`src/rtl/seven_segment_frame_reader.sv`:
```
// seven_segment_frame_reader: recovers debounced digit frames from a multiplexed 7-segment bus
module seven_segment_frame_reader #(
    parameter int NUM_DIGITS    = 4,
    parameter int STABLE_CYCLES = 3
) (
    input  logic                    clk,
    input  logic                    rst,
    input  logic [6:0]              seg_in,
    input  logic [NUM_DIGITS-1:0]   dig_sel,
    input  logic                    out_ready,
    output logic                    out_valid,
    output logic [4*NUM_DIGITS-1:0] digits_out,
    output logic                    err_pulse,
    output logic                    overrun
);
    localparam int CW = $clog2(STABLE_CYCLES + 1);
    localparam int SW = 7 + NUM_DIGITS;
    localparam logic [CW-1:0] CMAX = CW'(STABLE_CYCLES);

    typedef enum logic {COLLECT, PRESENT} state_t;

    state_t                  state_q, state_d;
    logic [SW-1:0]           s1_q, s1_d, prev_q, prev_d, acc_q, acc_d;
    logic [CW-1:0]           cnt_q, cnt_d;
    logic                    accept_q, accept_d;
    logic [4*NUM_DIGITS-1:0] slots_q, slots_d, digits_q, digits_d;
    logic [NUM_DIGITS-1:0]   seen_q, seen_d, seen_next, acc_dig;
    logic [6:0]              acc_seg;
    logic [3:0]              code;
    logic                    err_q, err_d, ovr_q, ovr_d;
    logic                    one_hot, store, done;

    function automatic logic [3:0] decode(input logic [6:0] s);
        case (s)
            7'b0111111: return 4'h0;
            7'b0000110: return 4'h1;
            7'b1011011: return 4'h2;
            7'b1001111: return 4'h3;
            7'b1100110: return 4'h4;
            7'b1101101: return 4'h5;
            7'b1111101: return 4'h6;
            7'b0000111: return 4'h7;
            7'b1111111: return 4'h8;
            7'b1101111: return 4'h9;
            7'b0000000: return 4'hF;
            default:    return 4'hE;
        endcase
    endfunction

    // Sampling and debounce: a run is accepted exactly once, when its count first reaches the limit
    always_comb begin
        s1_d     = {seg_in, dig_sel};
        prev_d   = s1_q;
        cnt_d    = (s1_q != prev_q) ? CW'(1) : (cnt_q == CMAX) ? cnt_q : cnt_q + 1'b1;
        accept_d = (cnt_d == CMAX) && (cnt_q != CMAX || s1_q != prev_q);
        acc_d    = accept_d ? s1_q : acc_q;
    end

    // Decode the accepted sample into slots and flag bad patterns or bad selects
    always_comb begin
        acc_seg   = acc_q[SW-1:NUM_DIGITS];
        acc_dig   = acc_q[NUM_DIGITS-1:0];
        code      = decode(acc_seg);
        one_hot   = (acc_dig != '0) && ((acc_dig & (acc_dig - 1'b1)) == '0);
        store     = accept_q && one_hot;
        slots_d   = slots_q;
        for (int i = 0; i < NUM_DIGITS; i++)
            slots_d[4*i +: 4] = (store && acc_dig[i]) ? code : slots_q[4*i +: 4];
        seen_next = store ? (seen_q | acc_dig) : seen_q;
        done      = &seen_next;
        err_d     = (accept_q && acc_dig != '0 && !one_hot) || (store && code == 4'hE);
    end

    // Frame hand-off: load on completion, drop with overrun if the held frame is not yet taken
    always_comb begin
        state_d  = state_q;
        digits_d = digits_q;
        seen_d   = done ? '0 : seen_next;
        ovr_d    = 1'b0;
        if (done) begin
            if (state_q == COLLECT || out_ready) begin
                digits_d = slots_d;
                state_d  = PRESENT;
            end else
                ovr_d = 1'b1;
        end else if (state_q == PRESENT && out_ready)
            state_d = COLLECT;
    end

    // State registers
    always_ff @(posedge clk) begin
        if (rst) begin
            state_q  <= COLLECT;
            s1_q     <= '0;
            prev_q   <= '0;
            acc_q    <= '0;
            cnt_q    <= '0;
            accept_q <= 1'b0;
            slots_q  <= '0;
            digits_q <= '0;
            seen_q   <= '0;
            err_q    <= 1'b0;
            ovr_q    <= 1'b0;
        end else begin
            state_q  <= state_d;
            s1_q     <= s1_d;
            prev_q   <= prev_d;
            acc_q    <= acc_d;
            cnt_q    <= cnt_d;
            accept_q <= accept_d;
            slots_q  <= slots_d;
            digits_q <= digits_d;
            seen_q   <= seen_d;
            err_q    <= err_d;
            ovr_q    <= ovr_d;
        end
    end

    assign out_valid  = (state_q == PRESENT);
    assign digits_out = digits_q;
    assign err_pulse  = err_q;
    assign overrun    = ovr_q;
endmodule

```
`config.mk`:
```
export PLATFORM = sky130hd
export DESIGN_NAME = seven_segment_frame_reader
export DESIGN_NICKNAME = d
export VERILOG_FILES = /design/src/rtl/seven_segment_frame_reader.sv
export SDC_FILE = /design/constraint.sdc
export NUM_CORES = 1
export LEC_CHECK = 0
export CORE_MARGIN = 2
export CORE_UTILIZATION = 51
export CTS_CLUSTER_DIAMETER = 80
export CTS_CLUSTER_SIZE = 20
export DETAILED_ROUTE_END_ITERATION = 10
export GPL_ROUTABILITY_DRIVEN = 0
export PLACE_DENSITY_LB_ADDON = 0.2
export SETUP_SLACK_MARGIN = 0.15
export SLEW_MARGIN = 25
export SYNTH_ARGS = -nofsm -noshare
export SYNTH_HDL_FRONTEND = slang
export SYNTH_SLANG_ARGS = --single-unit
```
`constraint.sdc`:
```
create_clock -name clk -period 2.6 [get_ports clk]
set_clock_uncertainty 0.1 [all_clocks]
set_input_delay 0.26 -clock clk [delete_from_list [all_inputs] [get_ports clk]]
set_output_delay 0.26 -clock clk [all_outputs]
set_load 0.02 [all_outputs]
```
==> qor.yml <==
run_status:
  status: "finished, final reports clean"
clock_network:
  cts_tree: "yes"
  cts_made_buffers: 9
  hold_buffers: 0
  post_cts_buffers: 0
  cts-root-buf: "clkbuf_8"
  clock-sinks: 75
  clock_path_buffers: 2
  htree_levels: 3
  cts_resized: 0
  clk_latency_ps: 340
  clk_pin_slew_ps: 80
timing:
  worst_slew_pin_slew_ps: 578.3
  fmax_ghz: 0.4598
  slew_headroom: 0.6116
  drv_slew: 0
  setup_viol: 0
  hold_violations: 0
  rsz0062_at_grt: "false"
  finalCriticalPeriod_ps: 2175
  setup-tns-final_ps: 0
  finalCritPeriodShare: 0.8365
  worst_slack_ps: 425.1
place:
  dp_slack_ps: 437.8
  place_area_mm2: 0.003341
  io_buffers: 32
  dp_hpwl_um: 3747
global_routing:
  grt_max_degree: 36
  grt-ovfl-total: 0
  grt_pass1_wl_um: 9066
  grt_antenna_before_repair: 0
  grt_pass1_vias: 1856
  track_usage: 0.1868
die:
  num_rows: 27
  start_util: 0.5351
  dieArea_mm2: 0.006476
  io_pins: 33
  die_x_um: 80.48
  coreArea_mm2: 0.005574
  die_h_um: 80.48
finish:
  layout-drive-gt1-share: 0.1135
  fill_cells: 505
  finalInstanceArea_mm2: 0.003535
  areaGrowthSynthToFinish_pct: 18.50
  antenna_cells: 0
  final_nets: 335
  final_common_cell: "dfxtp_1"
  mostFrequentLayoutCells: "dfxtp_1 (75), clkdlybuf4s50_1 (31), nor2b_1 (29)"
detailed_routing:
  antenna_left: 0
  drtIter0Drc: 80
  first_pass_iters: 4
  drc_errors: 0
  wire_per_inst_um: 13.62
  via_count: 2133
  viasPerCell: 5.359
  routed_wl_um: 5422
synth:
  synthArstFlopShare: 0
  synthDistinctLibCells: 54
  ys.flop_type: "dfxtp_1"
  yosysWarningCount: 0
  synth.avg_cell_area_um2: 10.29
  syn_area_mm2: 0.002983
  synth-seq-cells: 75
  syn_inst: 290
  synth-edff-count: 0
  syn_nets: 304
  ys_seq_area_frac: 0.5034
setup_path:
  required_ps: 2710
  worst_ep_arrival_time_ps: 2290
  ff2ff_setup_slack_ps: 430
  rr_startpoint: "acc_q[5]"
  rr_worst_depth: 5
  worstPathMaxFanout: 13
  end_kind: "flip-flop"
  cp-start-kind: "flip-flop"
  critical_path_class: "reg -> reg"
  regToRegEndpoint: "digits_out[9]"
power_and_ir_drop:
  p_leak_nw: 1.239
  pwr-share-comb: 0.036
  ir_drop_v: 0.0003888
  finalPower_mw: 2.124
  powerDensity_mw_per_mm2: 600.9
  power_switching_mw: 0.4530
  p_sw_frac: 0.2133
  clkPwrFrac: 0.410
  p_seq_frac: 0.554
  power.internal_mw: 1.671
hold_path:
  min_from: "rst"
  hold_class: "in -> reg"
  hold_depth: 2
  hold_end: "slots_q[15]"
run:
  cap_violations: 0
-- logic make-up after synthesis --
group | after synthesis | share of synthesized area
buffers and inverters | 25 | 0.04027
multiplexers | 18 | 0.06208
AND/OR/NAND/NOR | 114 | 0.2458
XOR/XNOR | 12 | 0.03523
adder cells (fa/ha/maj) | 1 | 0.003356
flip-flops | 75 | 0.5034
AO/OA/AOI/OAI | 45 | 0.1099
-- cells in the mapped netlist, drive strengths merged (5+ instances only) --
cell     n  share of area
dfxtp   75           0.50
nor2b   29          0.061
nor2    27          0.034
mux2i   14          0.047
nor3    13          0.027
xnor2   11          0.032
inv     10          0.013
a21oi    9          0.019
clkbuf   8          0.010
a211oi   7          0.018
a31oi    7          0.015
buf      7          0.018
and2     6          0.013
nand3    6          0.014
o21ai    5         0.0084
-- routing by layer --
metal	wire (µm)	global-route usage
met1	2567	0.2470
met2	2519	0.2858
met3	222	0.03708
met4	112	0.1017
met5	0	0
-- registers in the layout (all words and copies together), names as in the netlist --
register,flops
acc_q,11
accept_q,1
cnt_q,2
digits_out,16
err_pulse,1
out_valid,1
overrun,1
prev_d,11
prev_q,11
seen_q,4
slots_q,16
-- worst max-delay path, cell delays in order (launching register included) --
cell      delay [ps]
dfxtp_1          540
or4b_1           470
a21oi_1          320
nor3b_4          130
a211oi_1         350
o32ai_1          150
-- power by group through the flow --
| stage | Combinational [mW] | Sequential [mW] | Clock, mW |
|---|---|---|---|
| floorplan | 0.0452 | 1.20 | 0 |
| global placement | 0.0754 | 1.20 | 0 |
| detailed placement | 0.0768 | 1.20 | 0 |
| CTS | 0.0772 | 1.18 | 0.896 |
| global route | 0.0839 | 1.18 | 0.957 |
| finish | 0.0756 | 1.18 | 0.872 |
-- metrics by stage --
step	cells	util	hold slack (ps)
after CTS	398	0.6341	274.0
after floorplan	290	-	288.2
after detailed placement	382	0.5993	348.2
after global routing	398	0.6341	298.6
after global placement	382	0.5993	345.9
final	398	0.6341	288.6
-- cell type report --
type | instances | area, µm² | area share
multi-input cells | 190 | 1361 | 0.3851
clock buffers | 11 | 141.4 | 0.04000
well taps | 72 | 90.09 | 0.02549
flip-flops and latches | 75 | 1501 | 0.4248
clock inverters | 5 | 52.55 | 0.01487
inverters | 10 | 37.54 | 0.01062
repair buffers | 35 | 350.3 | 0.09912
-- worst max-delay path by stage --
| stage | cells after the start | end | start | slack [ps] |
|---|---|---|---|---|
| floorplan | 6 | digits_out[13] | acc_q[8] | 660 |
| global placement | 5 | digits_out[9] | acc_q[5] | 520 |
| detailed placement | 5 | digits_out[9] | acc_q[5] | 440 |
| CTS | 5 | digits_out[9] | acc_q[5] | 430 |
| global route | 5 | digits_out[6] | accept_q | 240 |
| finish | 5 | digits_out[9] | acc_q[5] | 430 |
Note: power is estimated with default switching activity, not from simulation.
